`config.mk`:
```
export PLATFORM = sky130hd
export DESIGN_NAME = uart_alu_frame_ctrl
export DESIGN_NICKNAME = d
export VERILOG_FILES = /design/src/rtl/uart_alu_frame_ctrl.sv
export SDC_FILE = /design/constraint.sdc
export NUM_CORES = 1
export LEC_CHECK = 0
export ABC_AREA = 1
export CAP_MARGIN = 20
export CORE_ASPECT_RATIO = 1.4
export CORE_MARGIN = 4
export CORE_UTILIZATION = 59
export DETAILED_ROUTE_END_ITERATION = 8
export PLACE_DENSITY = 0.86
export SLEW_MARGIN = 20
export SYNTH_ARGS = -nofsm -noshare
export SYNTH_HDL_FRONTEND = slang
export SYNTH_SLANG_ARGS = --single-unit
export TNS_END_PERCENT = 50
```
`constraint.sdc`:
```
create_clock -name clock -period 11.6 [get_ports clock]
set_clock_uncertainty 0.1 [all_clocks]
set_input_delay 2.32 -clock clock [delete_from_list [all_inputs] [get_ports clock]]
set_output_delay 2.32 -clock clock [all_outputs]
set_load 0.05 [all_outputs]
```
`src/rtl/uart_alu_frame_ctrl.sv`:
```
// -----------------------------------------------------------------------------
// uart_alu_frame_ctrl
//
// Frame controller sitting between the UART RX/TX FIFOs and a combinational ALU.
// A frame is an opcode byte followed by operand A and operand B, each NB_AB bits
// wide and sent MSB byte first. The frame is gathered into shadow registers,
// committed to the ALU operand outputs in one step, and the ALU result is then
// pushed back to the TX FIFO, MSB byte first.
//
// Optional feature (compile-time macro UART_ALU_CHECKSUM_EN):
//   RX frames carry a trailing XOR checksum byte, which is verified before the
//   commit. A checksum byte (XOR of the result bytes) is appended on TX.
//   Without the macro, no checksum byte exists on either side.
//
// Ports:
//   clock        system clock
//   reset        asynchronous, active-high reset
//   rx_empty     RX FIFO empty
//   rx_data      RX FIFO head word (valid while !rx_empty)
//   rx_rd        RX FIFO pop strobe (one-cycle pulse)
//   tx_full      TX FIFO full
//   tx_data      TX FIFO write data
//   tx_wr        TX FIFO push strobe (one-cycle pulse)
//   o_op         committed opcode to the ALU
//   o_a, o_b     committed operands to the ALU
//   i_result     ALU result, combinational from o_op/o_a/o_b
//   o_busy       high whenever the controller is not idle
//   o_frame_err  one-cycle pulse on inter-byte timeout or checksum error
//   o_frame_cnt  count of transmitted frames, wraps 255 -> 0
// -----------------------------------------------------------------------------
module uart_alu_frame_ctrl #(
    parameter int DBIT    = 8,
    parameter int NB_OP   = 6,
    parameter int NB_AB   = 16,
    parameter int TIMEOUT = 50000,
    parameter int NB_TO   = 16
) (
    input  logic             clock,
    input  logic             reset,
    input  logic             rx_empty,
    input  logic [DBIT-1:0]  rx_data,
    output logic             rx_rd,
    input  logic             tx_full,
    output logic [DBIT-1:0]  tx_data,
    output logic             tx_wr,
    output logic [NB_OP-1:0] o_op,
    output logic [NB_AB-1:0] o_a,
    output logic [NB_AB-1:0] o_b,
    input  logic [NB_AB-1:0] i_result,
    output logic             o_busy,
    output logic             o_frame_err,
    output logic [7:0]       o_frame_cnt
);

    localparam int NBYTE = NB_AB / DBIT;
`ifdef UART_ALU_CHECKSUM_EN
    localparam int NCHK = 1;
`else
    localparam int NCHK = 0;
`endif
    localparam int NRX     = 1 + 2 * NBYTE + NCHK;  // bytes per RX frame
    localparam int NTX     = NBYTE + NCHK;          // bytes per TX frame
    localparam int NB_TXSH = NTX * DBIT;
    localparam int RXW     = $clog2(NRX + 1);
    localparam int TXW     = $clog2(NTX + 1);

    typedef enum logic [1:0] {
        S_IDLE = 2'd0,
        S_RX   = 2'd1,
        S_EXEC = 2'd2,
        S_TX   = 2'd3
    } state_t;

    state_t             state_q,     state_d;
    logic [RXW-1:0]     rx_cnt_q,    rx_cnt_d;
    logic [TXW-1:0]     tx_cnt_q,    tx_cnt_d;
    logic [NB_TO-1:0]   to_cnt_q,    to_cnt_d;
    logic               rx_rd_q,     rx_rd_d;
    logic               tx_wr_q,     tx_wr_d;
    logic               err_q,       err_d;
    logic [NB_OP-1:0]   op_sh_q,     op_sh_d;
    logic [NB_AB-1:0]   a_sh_q,      a_sh_d;
    logic [NB_AB-1:0]   b_sh_q,      b_sh_d;
    logic [NB_OP-1:0]   op_q,        op_d;
    logic [NB_AB-1:0]   a_q,         a_d;
    logic [NB_AB-1:0]   b_q,         b_d;
    logic [NB_TXSH-1:0] tx_sh_q,     tx_sh_d;
    logic [7:0]         frame_cnt_q, frame_cnt_d;
`ifdef UART_ALU_CHECKSUM_EN
    logic [DBIT-1:0]    chk_q,       chk_d;

    // XOR of all DBIT-wide bytes of a result word.
    function automatic logic [DBIT-1:0] xor_bytes(input logic [NB_AB-1:0] v);
        logic [DBIT-1:0] acc;
        acc = '0;
        for (int i = 0; i < NBYTE; i++) begin
            acc = acc ^ v[i*DBIT +: DBIT];
        end
        return acc;
    endfunction
`endif

    // Next-state and datapath logic for the frame FSM.
    always_comb begin
        state_d     = state_q;
        rx_cnt_d    = rx_cnt_q;
        tx_cnt_d    = tx_cnt_q;
        to_cnt_d    = to_cnt_q;
        rx_rd_d     = 1'b0;
        tx_wr_d     = 1'b0;
        err_d       = 1'b0;
        op_sh_d     = op_sh_q;
        a_sh_d      = a_sh_q;
        b_sh_d      = b_sh_q;
        op_d        = op_q;
        a_d         = a_q;
        b_d         = b_q;
        tx_sh_d     = tx_sh_q;
        frame_cnt_d = frame_cnt_q;
`ifdef UART_ALU_CHECKSUM_EN
        chk_d       = chk_q;
`endif

        case (state_q)
            S_IDLE: begin
                // Every frame starts from clean shadows; this also discards a
                // frame dropped by timeout or checksum error.
                rx_cnt_d = '0;
                to_cnt_d = '0;
                op_sh_d  = '0;
                a_sh_d   = '0;
                b_sh_d   = '0;
`ifdef UART_ALU_CHECKSUM_EN
                chk_d    = '0;
`endif
                if (!rx_empty) begin
                    state_d = S_RX;
                end else begin
                    state_d = S_IDLE;
                end
            end

            S_RX: begin
                // rx_rd_q blocks a pop in the cycle the FIFO is still retiring
                // the previous word, so pops are never back to back.
                if (!rx_empty && !rx_rd_q) begin
                    rx_rd_d  = 1'b1;
                    to_cnt_d = '0;
                    rx_cnt_d = rx_cnt_q + RXW'(1);
                    if (rx_cnt_q == RXW'(0)) begin
                        op_sh_d = rx_data[NB_OP-1:0];
                    end else if (rx_cnt_q <= RXW'(NBYTE)) begin
                        a_sh_d = (a_sh_q << DBIT) | NB_AB'(rx_data);
                    end else if (rx_cnt_q <= RXW'(2 * NBYTE)) begin
                        b_sh_d = (b_sh_q << DBIT) | NB_AB'(rx_data);
                    end else begin
                        // Trailing checksum byte carries no operand data.
                        op_sh_d = op_sh_q;
                    end
`ifdef UART_ALU_CHECKSUM_EN
                    chk_d = chk_q ^ rx_data;
`endif
                    if (rx_cnt_q == RXW'(NRX - 1)) begin
`ifdef UART_ALU_CHECKSUM_EN
                        if (rx_data != chk_q) begin
                            err_d   = 1'b1;
                            state_d = S_IDLE;
                        end else begin
                            op_d    = op_sh_d;
                            a_d     = a_sh_d;
                            b_d     = b_sh_d;
                            state_d = S_EXEC;
                        end
`else
                        // Commit uses the next shadow values so the final
                        // operand byte is included.
                        op_d    = op_sh_d;
                        a_d     = a_sh_d;
                        b_d     = b_sh_d;
                        state_d = S_EXEC;
`endif
                    end else begin
                        state_d = S_RX;
                    end
                end else if (rx_empty) begin
                    if (to_cnt_q == NB_TO'(TIMEOUT - 1)) begin
                        err_d   = 1'b1;
                        state_d = S_IDLE;
                    end else begin
                        to_cnt_d = to_cnt_q + NB_TO'(1);
                    end
                end else begin
                    state_d = S_RX;
                end
            end

            S_EXEC: begin
                // Operands were committed on entry; i_result has had this
                // whole cycle to settle.
`ifdef UART_ALU_CHECKSUM_EN
                tx_sh_d = {i_result, xor_bytes(i_result)};
`else
                tx_sh_d = i_result;
`endif
                tx_cnt_d = '0;
                state_d  = S_TX;
            end

            S_TX: begin
                // The byte is retired at the end of its tx_wr cycle; the
                // following cycle re-evaluates tx_full before the next push.
                if (tx_wr_q) begin
                    tx_sh_d  = tx_sh_q << DBIT;
                    tx_cnt_d = tx_cnt_q + TXW'(1);
                    if (tx_cnt_q == TXW'(NTX - 1)) begin
                        frame_cnt_d = frame_cnt_q + 8'd1;
                        state_d     = S_IDLE;
                    end else begin
                        state_d = S_TX;
                    end
                end else if (!tx_full) begin
                    tx_wr_d = 1'b1;
                end else begin
                    tx_wr_d = 1'b0;
                end
            end

            default: begin
                state_d = S_IDLE;
            end
        endcase
    end

    // State and datapath registers with asynchronous reset.
    always_ff @(posedge clock or posedge reset) begin
        if (reset) begin
            state_q     <= S_IDLE;
            rx_cnt_q    <= '0;
            tx_cnt_q    <= '0;
            to_cnt_q    <= '0;
            rx_rd_q     <= 1'b0;
            tx_wr_q     <= 1'b0;
            err_q       <= 1'b0;
            op_sh_q     <= '0;
            a_sh_q      <= '0;
            b_sh_q      <= '0;
            op_q        <= '0;
            a_q         <= '0;
            b_q         <= '0;
            tx_sh_q     <= '0;
            frame_cnt_q <= 8'd0;
`ifdef UART_ALU_CHECKSUM_EN
            chk_q       <= '0;
`endif
        end else begin
            state_q     <= state_d;
            rx_cnt_q    <= rx_cnt_d;
            tx_cnt_q    <= tx_cnt_d;
            to_cnt_q    <= to_cnt_d;
            rx_rd_q     <= rx_rd_d;
            tx_wr_q     <= tx_wr_d;
            err_q       <= err_d;
            op_sh_q     <= op_sh_d;
            a_sh_q      <= a_sh_d;
            b_sh_q      <= b_sh_d;
            op_q        <= op_d;
            a_q         <= a_d;
            b_q         <= b_d;
            tx_sh_q     <= tx_sh_d;
            frame_cnt_q <= frame_cnt_d;
`ifdef UART_ALU_CHECKSUM_EN
            chk_q       <= chk_d;
`endif
        end
    end

    assign rx_rd       = rx_rd_q;
    assign tx_wr       = tx_wr_q;
    assign tx_data     = tx_sh_q[NB_TXSH-1 -: DBIT];
    assign o_op        = op_q;
    assign o_a         = a_q;
    assign o_b         = b_q;
    assign o_busy      = (state_q != S_IDLE);
    assign o_frame_err = err_q;
    assign o_frame_cnt = frame_cnt_q;

endmodule

```
======== Word level (Yosys, flattened, before mapping) ========
Cells that the tools add are included.
Widths: inputs -> output; s select.
word-level totals
  output and inout bits ................... 58
  logic and storage cells ................. 87
  register bits ........................... 126
cells by class
  magnitude comparators ................... 2
  equal/unequal tests ..................... 11
  mux-type cells .......................... 39
  bitwise gates (word level) .............. 2
  reductions and logical operators ........ 14
  $add $sub $neg .......................... 4
operators by type and width
  cell                   number
  $mux 16                11
  $pmux 16 s2            4
  $or 16x8->16           2
  $add 16x1->16 const B  1
  $eq 16x16->1 const B   1
  $mux 2                 7
  $mux 6                 2
  $pmux 6 s2             1
  $mux 1                 10
  $reduce_and 3->1       3
  $add 8x1->8 const B    1
  $pmux 2 s4             1
  $ne 3x3->1 const B     2
  $pmux 3 s2             1
  $reduce_and 2->1       3
  $reduce_bool 2->1      3
  $eq 2x1->1 const B     2
  $eq 2x2->1 const B     2
  $ne 2x2->1 const B     2
  $ne 4x4->1 const B     1
  $pmux 2 s2             1
  $add 3x1->3 const B    1
  $eq 3x3->1 const B     1
  $le 3x2->1 const B     1
  other kinds (7)        8

======== Depth between registers and ports, before layout ========
Gate-level depths: netlist of run 1.
  depth in word-level cells ............... 6
  mapped depth ............................ 12
  depth with buffers taken out ............ 11

======== Worst setup path after synthesis of run 1 ========
Ideal clock, no wire load.
  path type ............................... input to register
  from .................................... input port rx_empty
  to ...................................... register a_q[0] (netlist: o_a[0])
  cell stages on the path ................. 8
  library setup time ...................... 132 ps
  buffers on the path ..................... 2
  path slack .............................. 8135 ps
  data arrival time ....................... 3233 ps
  required time ........................... 11368 ps
  cell sequence ........................... nor2_4 nand2_2 nor2_4 inv_2 buf_2 buf_2 nand2_1 o21ai_1
between the ends
  word-level cells in the longest chain between the ends .. 3
RTL lines
  element                     RTL line  text
  start, declared             40        input logic rx_empty,
  $logic_not 1->1             146       if (!rx_empty && !rx_rd_q) begin
  $logic_and 1x1->1           146
  $reduce_and 3->1 (no line)  --
  end signal, assigned        248       a_q <= '0;
  end signal, assigned        267       a_q <= a_d;
  end, declared               85        logic [NB_AB-1:0] a_q, a_d;
No other way between the ends.
A chain may end at the register's enable or synchronous reset.

======== Final worst setup path of run 1 ========
  from .................................... register state_q[1]
  to ...................................... output port o_busy
between the ends
  word-level cells in the longest chain between the ends .. 1
RTL lines
  element                 RTL line  text
  start, declared         74        state_t state_q, state_d;
  start signal, assigned  256       state_q <= state_d;
  $reduce_bool 2->1       283       assign o_busy = (state_q != S_IDLE);
  end, declared           50        output logic o_busy,
No other way between the ends.

==> impl_metrics.json, run 1 <==
{
  "status": "finished clean",
  "yosys.cell_types.count": 37,
  "cts_tree": "built",
  "diodes": 0,
  "postSynthAreaPerCell_um2": 8.44,
  "power.density_nw_per_um2": 266,
  "globalRouteOverflowTotal": 0,
  "cts.htree.levels": 4,
  "vdd.ir_drop.worst_mv": 0.167,
  "ctsHoldBuffers": 0,
  "detailroute.via_count": 5197,
  "post_synth_instance_area_um2": 6050,
  "post-route-drc-count": 0,
  "required_ns": 9.18,
  "postRouteAntennaNets": 0,
  "finalWeightedCongestion": 0.890,
  "die-area_um2": 12000,
  "final_design_area_no_fill_um2": 7430,
  "setup-violations-final": 0,
  "detailed_place.area_um2": 6850,
  "stdcell_count": 929,
  "clock_insertion_delay_worst_skew_ns": 0.41,
  "layout-drive-gt1-share_pct": 9.07,
  "grt_antenna_before_repair": 0,
  "grt_pass1_vias": 5085,
  "syn-num-nets": 751,
  "synth.ff_latch_count": 126,
  "core-area_um2": 9950,
  "placedCellCount": 899,
  "synthesis.yosys.warnings": 0,
  "clkSinkCount": 126,
  "cell_count_after_synthesis": 717,
  "cts.repair.resized": 0,
  "cp-start-kind": "flop",
  "timing.max_cap.violations": 0,
  "number_of_i_o_port_buffers": 85,
  "fillCellCount": 694,
  "die_w_um": 93.6,
  "synth_edf_count": 0,
  "timing.final.crit_share_pct": 40.2,
  "p_leak_nw": 3.46,
  "timing_worst_slew_pin_value_ns": 1.08,
  "worst_case_clock_buffer_depth": 2,
  "setup-tns-final_ns": 0,
  "effective_utilization_at_floorplan_pct": 60.8,
  "timing.hold.worst.class": "flop to flop",
  "synth_ff_type": "dfrtp_1",
  "post-layout-total-power_mw": 1.98,
  "timing.critical_path.to_type": "primary output",
  "finalHoldViolCount": 0,
  "finalMaxSlewViolations": 0,
  "grt_setup_unrepaired": "no",
  "ys_async_sr_fraction_pct": 100,
  "clk_pin_slew_ns": 0.05,
  "grt_max_degree": 81,
  "worst-endpoint-arrival_ns": 2.25,
  "postLayoutSetupSlackWorst_ns": 6.93,
  "hpwl_um": 9520,
  "clock-root-buffer": "clkbuf_16",
  "seq_area_frac_synth_pct": 52.1,
  "fin_util_pct": 74.7,
  "cts_made_buffers": 17,
  "vias_per_cell": 5.59,
  "timing.fmax_mhz": 214,
  "dpl_worst_slack_ns": 6.73,
  "worst_slew_margin_rel_pct": 27.7,
  "hold_ws_ns": 0.375,
  "crit_type": "flop to primary output",
  "floorplan.rows": 43,
  "first_pass_iters": 7,
  "die_height_um": 128,
  "io_pins": 86,
  "postRouteWirelength_um": 14600,
  "final_nets": 817,
  "finalWorstPathRequiredPeriod_ns": 4.67,
  "global_route_wire_length_before_repair_um": 23700,
  "grt.total_usage_pct": 25.2,
  "post-cts-setup-buffers": 0,
  "detailedRoute.firstIterationViolations": 357,
  "wirelength_per_cell_um": 15.7,
  "area_growth_syn_to_layout_pct": 22.8,
  "path_max_fanout": 15
}
## cell families (layout without fill, tap and decap cells)
| family | Yosys count | after routing | synth area share [%] |
|---|---|---|---|
| AO/OA/AOI/OAI | 129 | 129 | 11.5 |
| adder cells (fa/ha/maj) | 6 | 6 | 1.24 |
| XOR/XNOR | 9 | 9 | 1.30 |
| buffers and inverters | 111 | 188 | 8.33 |
| flip-flops | 126 | 126 | 52.1 |
| multiplexers | 1 | 1 | 0.186 |
| AND/OR/NAND/NOR | 335 | 335 | 25.4 |
## power breakdown
group / total (mW) / internal [mW] / switching (mW)
sequential: 0.657 / 0.576 / 0.0806
clock: 0.524 / 0.341 / 0.183
combinational: 0.797 / 0.235 / 0.562
total: 1.98 / 1.15 / 0.826
## worst paths after layout
kind                                                  from                    endpoint  slack, ns  depth (start not counted)
min in group asynchronous                            reset  o_frame_cnt[0]$_DFFE_PP0P_       2.21                          2
worst min register to register  o_frame_cnt[7]$_DFFE_PP0P_  o_frame_cnt[7]$_DFFE_PP0P_       0.38                          1
worst min-delay path            o_frame_cnt[7]$_DFFE_PP0P_  o_frame_cnt[7]$_DFFE_PP0P_       0.38                          1
max in group asynchronous                            reset          o_b[5]$_DFFE_PP0P_       7.79                          3
worst max-delay path                state_q[1]$_DFFE_PP0P_                      o_busy       6.93                          3
worst max register to register      state_q[1]$_DFFE_PP0P_       b_sh_q[0]$_DFFE_PP0P_       8.74                          4
## area by class of cell
class	instances	area, um^2	area share, %
sequential	126	3150	42.4
multi-input combinational	480	2390	32.2
timing repair buffer	86	858	11.6
clock buffer	24	502	6.75
inverter	72	273	3.67
tap	135	169	2.27
clock inverter	6	82.6	1.11
## layout by cell type, fill, tap and decap left out, types with 3 or more instances in the layout
cell	count
clkbuf_16	17
a21oi_1	15
nand3_1	77
clkdlybuf4s50_1	85
clkbuf_8	5
nand2_2	14
o22ai_1	10
inv_2	9
o21ai_0	54
nor2_1	41
ha_1	6
dfrtp_1	126
inv_1	62
nor2_4	6
clkinv_2	3
nand4_1	14
nand2_1	172
o21ai_1	39
o21ai_2	5
xnor2_1	5
xor2_1	4
## sequential cells by signal (all words and copies together), names as in the netlist
signal	flops
a_sh_q	16
b_sh_q	16
o_a	16
o_b	16
to_cnt_q	16
tx_sh_q	16
o_frame_cnt	8
o_op	6
op_sh_q	6
rx_cnt_q	3
state_q	2
tx_cnt_q	2
o_frame_err	1
rx_rd	1
tx_wr	1
## routing by layer
layer	up-vias	wire length (um)	track usage, %
li1	2473	-	-
met3	37	731	6.75
met2	163	7760	44.6
met4	0	410	9.69
met1	2524	5660	29.1
met5	-	0	0
## cell usage after synthesis, types with 2 or more instances
cell / n / area share (%)
nand2_1: 172 / 11
dfrtp_1: 126 / 52
nand3_1: 77 / 6.4
inv_1: 63 / 3.9
o21ai_0: 54 / 4.5
nor2_1: 41 / 2.5
o21ai_1: 39 / 3.2
a21oi_1: 15 / 1.2
nand2_2: 14 / 1.4
nand4_1: 14 / 1.4
clkbuf_1: 13 / 0.81
buf_4: 12 / 1.5
buf_2: 11 / 0.91
o22ai_1: 10 / 1.0
inv_2: 9 / 0.56
ha_1: 6 / 1.2
nor2_4: 6 / 1.1
o21ai_2: 5 / 0.72
xnor2_1: 5 / 0.72
xor2_1: 4 / 0.58
nor3_1: 2 / 0.17
nor3_4: 2 / 0.54
o21bai_1: 2 / 0.25
or2_2: 2 / 0.21
## critical path, stage by stage (launching register included)
cell and delay [ns]:
dfrtp_1 0.66, nor2_1 0.14, inv_2 0.18, clkdlybuf4s50_1 0.86
Power figures use the tool's default switching activity.
==> inputs of run 2 (changes only) <==
--- a/config.mk
+++ b/config.mk
@@ -9,9 +9,9 @@
 export CAP_MARGIN = 20
 export CORE_ASPECT_RATIO = 1.4
 export CORE_MARGIN = 4
-export CORE_UTILIZATION = 59
+export CORE_UTILIZATION = 49
 export DETAILED_ROUTE_END_ITERATION = 8
-export PLACE_DENSITY = 0.86
+export PLACE_DENSITY = 0.77
 export SLEW_MARGIN = 20
 export SYNTH_ARGS = -nofsm -noshare
 export SYNTH_HDL_FRONTEND = slang
==> constraint.sdc (replaced) <==
create_clock -name clock -period 3.9 [get_ports clock]
set_clock_uncertainty 0.1 [all_clocks]
set_input_delay 0.78 -clock clock [delete_from_list [all_inputs] [get_ports clock]]
set_output_delay 0.78 -clock clock [all_outputs]
set_load 0.05 [all_outputs]
==> impl_metrics.json, run 2 (synthesis gave the netlist of run 1 again) <==
{
  "postRouteWirelength_um": 14300,
  "worst_case_clock_buffer_depth": 2,
  "clock_insertion_delay_worst_skew_ns": 0.41,
  "finalWorstPathRequiredPeriod_ns": 3.12,
  "setup-violations-final": 0,
  "grt_pass1_vias": 5002,
  "grt.total_usage_pct": 20.7,
  "clk_pin_slew_ns": 0.05,
  "die_height_um": 139,
  "postRouteAntennaNets": 0,
  "path_max_fanout": 15,
  "layout-drive-gt1-share_pct": 10.2,
  "first_pass_iters": 5,
  "io_pins": 86,
  "ctsHoldBuffers": 0,
  "dpl_worst_slack_ns": 1.14,
  "crit_slowest_cell": "clkdlybuf4s50_1",
  "grt_antenna_before_repair": 0,
  "timing.fmax_mhz": 321,
  "critPathTopFamily": "buffers and inverters",
  "required_ns": 3.02,
  "post-route-drc-count": 0,
  "status": "finished clean",
  "core-area_um2": 11900,
  "globalRouteOverflowTotal": 0,
  "hpwl_um": 9840,
  "detailroute.via_count": 5239,
  "effective_utilization_at_floorplan_pct": 50.7,
  "number_of_i_o_port_buffers": 85,
  "critPathBufInv": 2,
  "timing.critical_path.to_type": "primary output",
  "crit_type": "flop to primary output",
  "grt_setup_unrepaired": "no",
  "vdd.ir_drop.worst_mv": 0.545,
  "timing.max_cap.violations": 0,
  "final_nets": 823,
  "cts_tree": "built",
  "timing.final.crit_share_pct": 80.0,
  "layout.cells.most_common": "nand2_1",
  "mostFrequentLayoutCells": "nand2_1 (172), dfrtp_1 (126), clkdlybuf4s50_1 (85)",
  "detailedRoute.firstIterationViolations": 303,
  "cts_made_buffers": 17,
  "diodes": 0,
  "clkSinkCount": 126,
  "wirelength_per_cell_um": 15.1,
  "vias_per_cell": 5.52,
  "area_growth_syn_to_layout_pct": 24.1,
  "critical-path-max-stage-delay_ns": 0.85,
  "stdcell_count": 949,
  "power.density_nw_per_um2": 782,
  "crit_chain": "nor2_1, inv_2, clkdlybuf4s50_1",
  "timing.hold.worst.class": "flop to flop",
  "timing.reg2reg.setup_slack_ns": 1.44,
  "die-area_um2": 14200,
  "timing_worst_slew_pin_value_ns": 0.942,
  "cts.repair.resized": 0,
  "cts.htree.levels": 4,
  "postLayoutSetupSlackWorst_ns": 0.782,
  "placedCellCount": 917,
  "floorplan.rows": 47,
  "global_route_wire_length_before_repair_um": 23600,
  "grt_max_degree": 53,
  "worst_slew_margin_rel_pct": 37.1,
  "die_w_um": 102,
  "post-cts-setup-buffers": 0,
  "worst-endpoint-arrival_ns": 2.24,
  "setup-tns-final_ns": 0,
  "cp-start-kind": "flop",
  "clock-root-buffer": "clkbuf_16",
  "finalWeightedCongestion": 0.871,
  "p_leak_nw": 3.49,
  "finalMaxSlewViolations": 0,
  "finalHoldViolCount": 0
}
## run 2: changes by cell type in the layout (fill, tap and decap cells not counted), sizes merged
cell | previous run | this run
inv | 72 | 73
clkbuf | 24 | 19
clkinv | 3 | 6
clkinvlp | 1 | 4
buf | 1 | 7
## run 2: worst paths after layout
path,from,to,cells after the start
worst max-delay path,state_q[1]$_DFFE_PP0P_,o_busy,3
max in group asynchronous,reset,tx_sh_q[15]$_DFFE_PP0P_,3
min in group asynchronous,reset,o_frame_cnt[7]$_DFFE_PP0P_,2
worst min-delay path,o_frame_cnt[7]$_DFFE_PP0P_,o_frame_cnt[7]$_DFFE_PP0P_,1
worst min register to register,o_frame_cnt[7]$_DFFE_PP0P_,o_frame_cnt[7]$_DFFE_PP0P_,1
worst max register to register,rx_cnt_q[0]$_DFFE_PP0P_,a_sh_q[9]$_DFFE_PP0P_,7
## run 2: final cells by class
cell class / instances / area [um^2]
fill: 982 / 4430
sequential: 126 / 3150
multi-input combinational: 480 / 2390
timing repair buffer: 92 / 916
clock buffer: 19 / 453
inverter: 72 / 274
tap: 147 / 184
clock inverter: 13 / 138
## run 2: metrics by stage
| step | hold slack, ns | utilization, % | area (um^2) | power (mW) |
|---|---|---|---|---|
| after floorplan | 0.355 | - | 6050 | 3.72 |
| after global placement | 0.362 | 58.0 | 6920 | 4.22 |
| after detailed placement | 0.365 | 58.0 | 6920 | 4.31 |
| after CTS | 0.377 | 62.9 | 7510 | 5.90 |
| after global routing | 0.411 | 62.9 | 7510 | 6.22 |
| final | 0.371 | 62.9 | 7510 | 5.87 |
## run 2: layer usage
metal,wire length (um),track usage (%),vias up
li1,-,-,2488
met1,5690,25.8,2528
met2,7310,34.3,188
met3,883,4.96,35
met4,412,8.78,0
met5,0,0,-
## run 2: worst reg2reg max path: cells and delay by family, from the launching register on
family                     cells  cell delay [ns]
DFF                            1             0.42
buffers and inverters          2             0.18
adders and majority gates      1             0.15
AOI/OAI and AO/OA              3             0.91
and+or+nand+nor                1             0.57
## run 2: where the power goes
| part | leakage [nW] | switching [mW] | internal, mW |
|---|---|---|---|
| Clock | 0.286 | 0.589 | 0.975 |
| Sequential | 1.69 | 0.235 | 1.71 |
| Combinational | 1.52 | 1.65 | 0.714 |
==> inputs of run 3 (changes only) <==
==> constraint.sdc (replaced) <==
create_clock -name clock -period 2.6 [get_ports clock]
set_clock_uncertainty 0.1 [all_clocks]
set_input_delay 0.52 -clock clock [delete_from_list [all_inputs] [get_ports clock]]
set_output_delay 0.52 -clock clock [all_outputs]
set_load 0.05 [all_outputs]
==> impl_metrics.json, run 3 (synthesis gave the netlist of run 1 again) <==
{
  "setup-tns-final_ns": 0,
  "timing.hold.worst.class": "primary input to async pin",
  "cts.htree.levels": 4,
  "layout-drive-gt1-share_pct": 11.0,
  "vdd.ir_drop.worst_mv": 0.876,
  "die-area_um2": 14200,
  "final_design_area_no_fill_um2": 7620,
  "global_route_wire_length_before_repair_um": 24300,
  "detailedRoute.firstIterationViolations": 310,
  "worst-endpoint-arrival_ns": 1.67,
  "die_height_um": 139,
  "clkSinkCount": 126,
  "fillCellCount": 991,
  "hold_ws_ns": 0.335,
  "layout.cells.most_common": "nand2_1",
  "grt_max_degree": 50,
  "cp-start-kind": "flop",
  "timing.critical_path.to_type": "primary output",
  "timing_worst_slew_pin_value_ns": 0.792,
  "fin_util_pct": 63.9,
  "timing.max_cap.violations": 0,
  "setup-violations-final": 0,
  "finalMaxSlewViolations": 0,
  "crit_chain": "clkdlybuf4s50_1",
  "mostFrequentLayoutCells": "nand2_1 (172), dfrtp_1 (126), clkdlybuf4s50_1 (84)",
  "critPathTopFamily": "buffers and inverters",
  "postRouteWirelength_um": 14400,
  "stdcell_count": 956,
  "grt_setup_unrepaired": "no",
  "cts_tree": "built",
  "finalWeightedCongestion": 0.877,
  "post-layout-total-power_mw": 8.98,
  "worst_case_clock_buffer_depth": 2,
  "grt_antenna_before_repair": 0,
  "path_max_fanout": 5,
  "worst_slew_margin_rel_pct": 47.2,
  "detailed_place.area_um2": 7010,
  "p_leak_nw": 3.54,
  "placedCellCount": 924,
  "crit_type": "flop to primary output",
  "status": "finished clean",
  "finalWorstPathRequiredPeriod_ns": 2.29,
  "cts.repair.resized": 0,
  "required_ns": 1.98,
  "timing.final.crit_share_pct": 88.1,
  "post-route-drc-count": 0,
  "core-area_um2": 11900,
  "cts_made_buffers": 17,
  "clk_pin_slew_ns": 0.06,
  "postRouteAntennaNets": 0,
  "crit_slowest_cell": "clkdlybuf4s50_1",
  "wirelength_per_cell_um": 15.0,
  "first_pass_iters": 5,
  "diodes": 0,
  "power.density_nw_per_um2": 1180,
  "detailroute.via_count": 5180,
  "effective_utilization_at_floorplan_pct": 50.7,
  "postLayoutSetupSlackWorst_ns": 0.310,
  "critical-path-max-stage-delay_ns": 0.84,
  "critical_path_cell_count": 1,
  "grt_pass1_vias": 5041,
  "dpl_worst_slack_ns": 0.0793,
  "reg2reg_depth": 9,
  "number_of_i_o_port_buffers": 85,
  "critPathBufInv": 1,
  "io_pins": 86,
  "ctsHoldBuffers": 0,
  "vias_per_cell": 5.42,
  "grt.total_usage_pct": 21.2,
  "hpwl_um": 10000,
  "die_w_um": 102,
  "area_growth_syn_to_layout_pct": 26.0,
  "timing.fmax_mhz": 437,
  "post-cts-setup-buffers": 0,
  "clock-root-buffer": "clkbuf_16",
  "floorplan.rows": 47,
  "clock_insertion_delay_worst_skew_ns": 0.41,
  "globalRouteOverflowTotal": 0,
  "finalHoldViolCount": 0,
  "final_nets": 830
}
[run 3: cell type report]
type,count,area (um^2),share of cell area (%)
sequential,126,3150,41.4
tap,147,184,2.41
clock buffer,20,457,5.99
timing repair buffer,99,1000,13.2
inverter,72,274,3.59
multi-input combinational,480,2390,31.4
clock inverter,12,158,2.07
[run 3: path summary, 6_finish.rpt]
| kind | endpoint | start | slack (ns) |
|---|---|---|---|
| setup / recovery | o_frame_cnt[4] | o_frame_cnt[4]$_DFFE_PP0P_ | 0.31 |
| hold / removal | a_sh_q[3]$_DFFE_PP0P_ | reset | 0.33 |
| setup reg to reg | o_b[4]$_DFFE_PP0P_ | rx_cnt_q[1]$_DFFE_PP0P_ | 0.41 |
| hold reg to reg | o_frame_cnt[7]$_DFFE_PP0P_ | o_frame_cnt[7]$_DFFE_PP0P_ | 0.37 |
| max in group asynchronous | tx_sh_q[15]$_DFFE_PP0P_ | reset | 1.52 |
| min in group clock | o_frame_cnt[7]$_DFFE_PP0P_ | o_frame_cnt[7]$_DFFE_PP0P_ | 0.37 |
[run 3: report_power, final]
group / total (mW) / internal [mW] / switching [mW]
registers: 2.93 / 2.57 / 0.366
logic: 3.60 / 1.13 / 2.47
clock network: 2.44 / 1.56 / 0.880
[run 3: layer usage]
layer,part of all wire (%),track usage [%]
met3,6.1,4.86
met5,0,0
met2,52,35.9
met1,40,26.6
met4,2.0,7.26
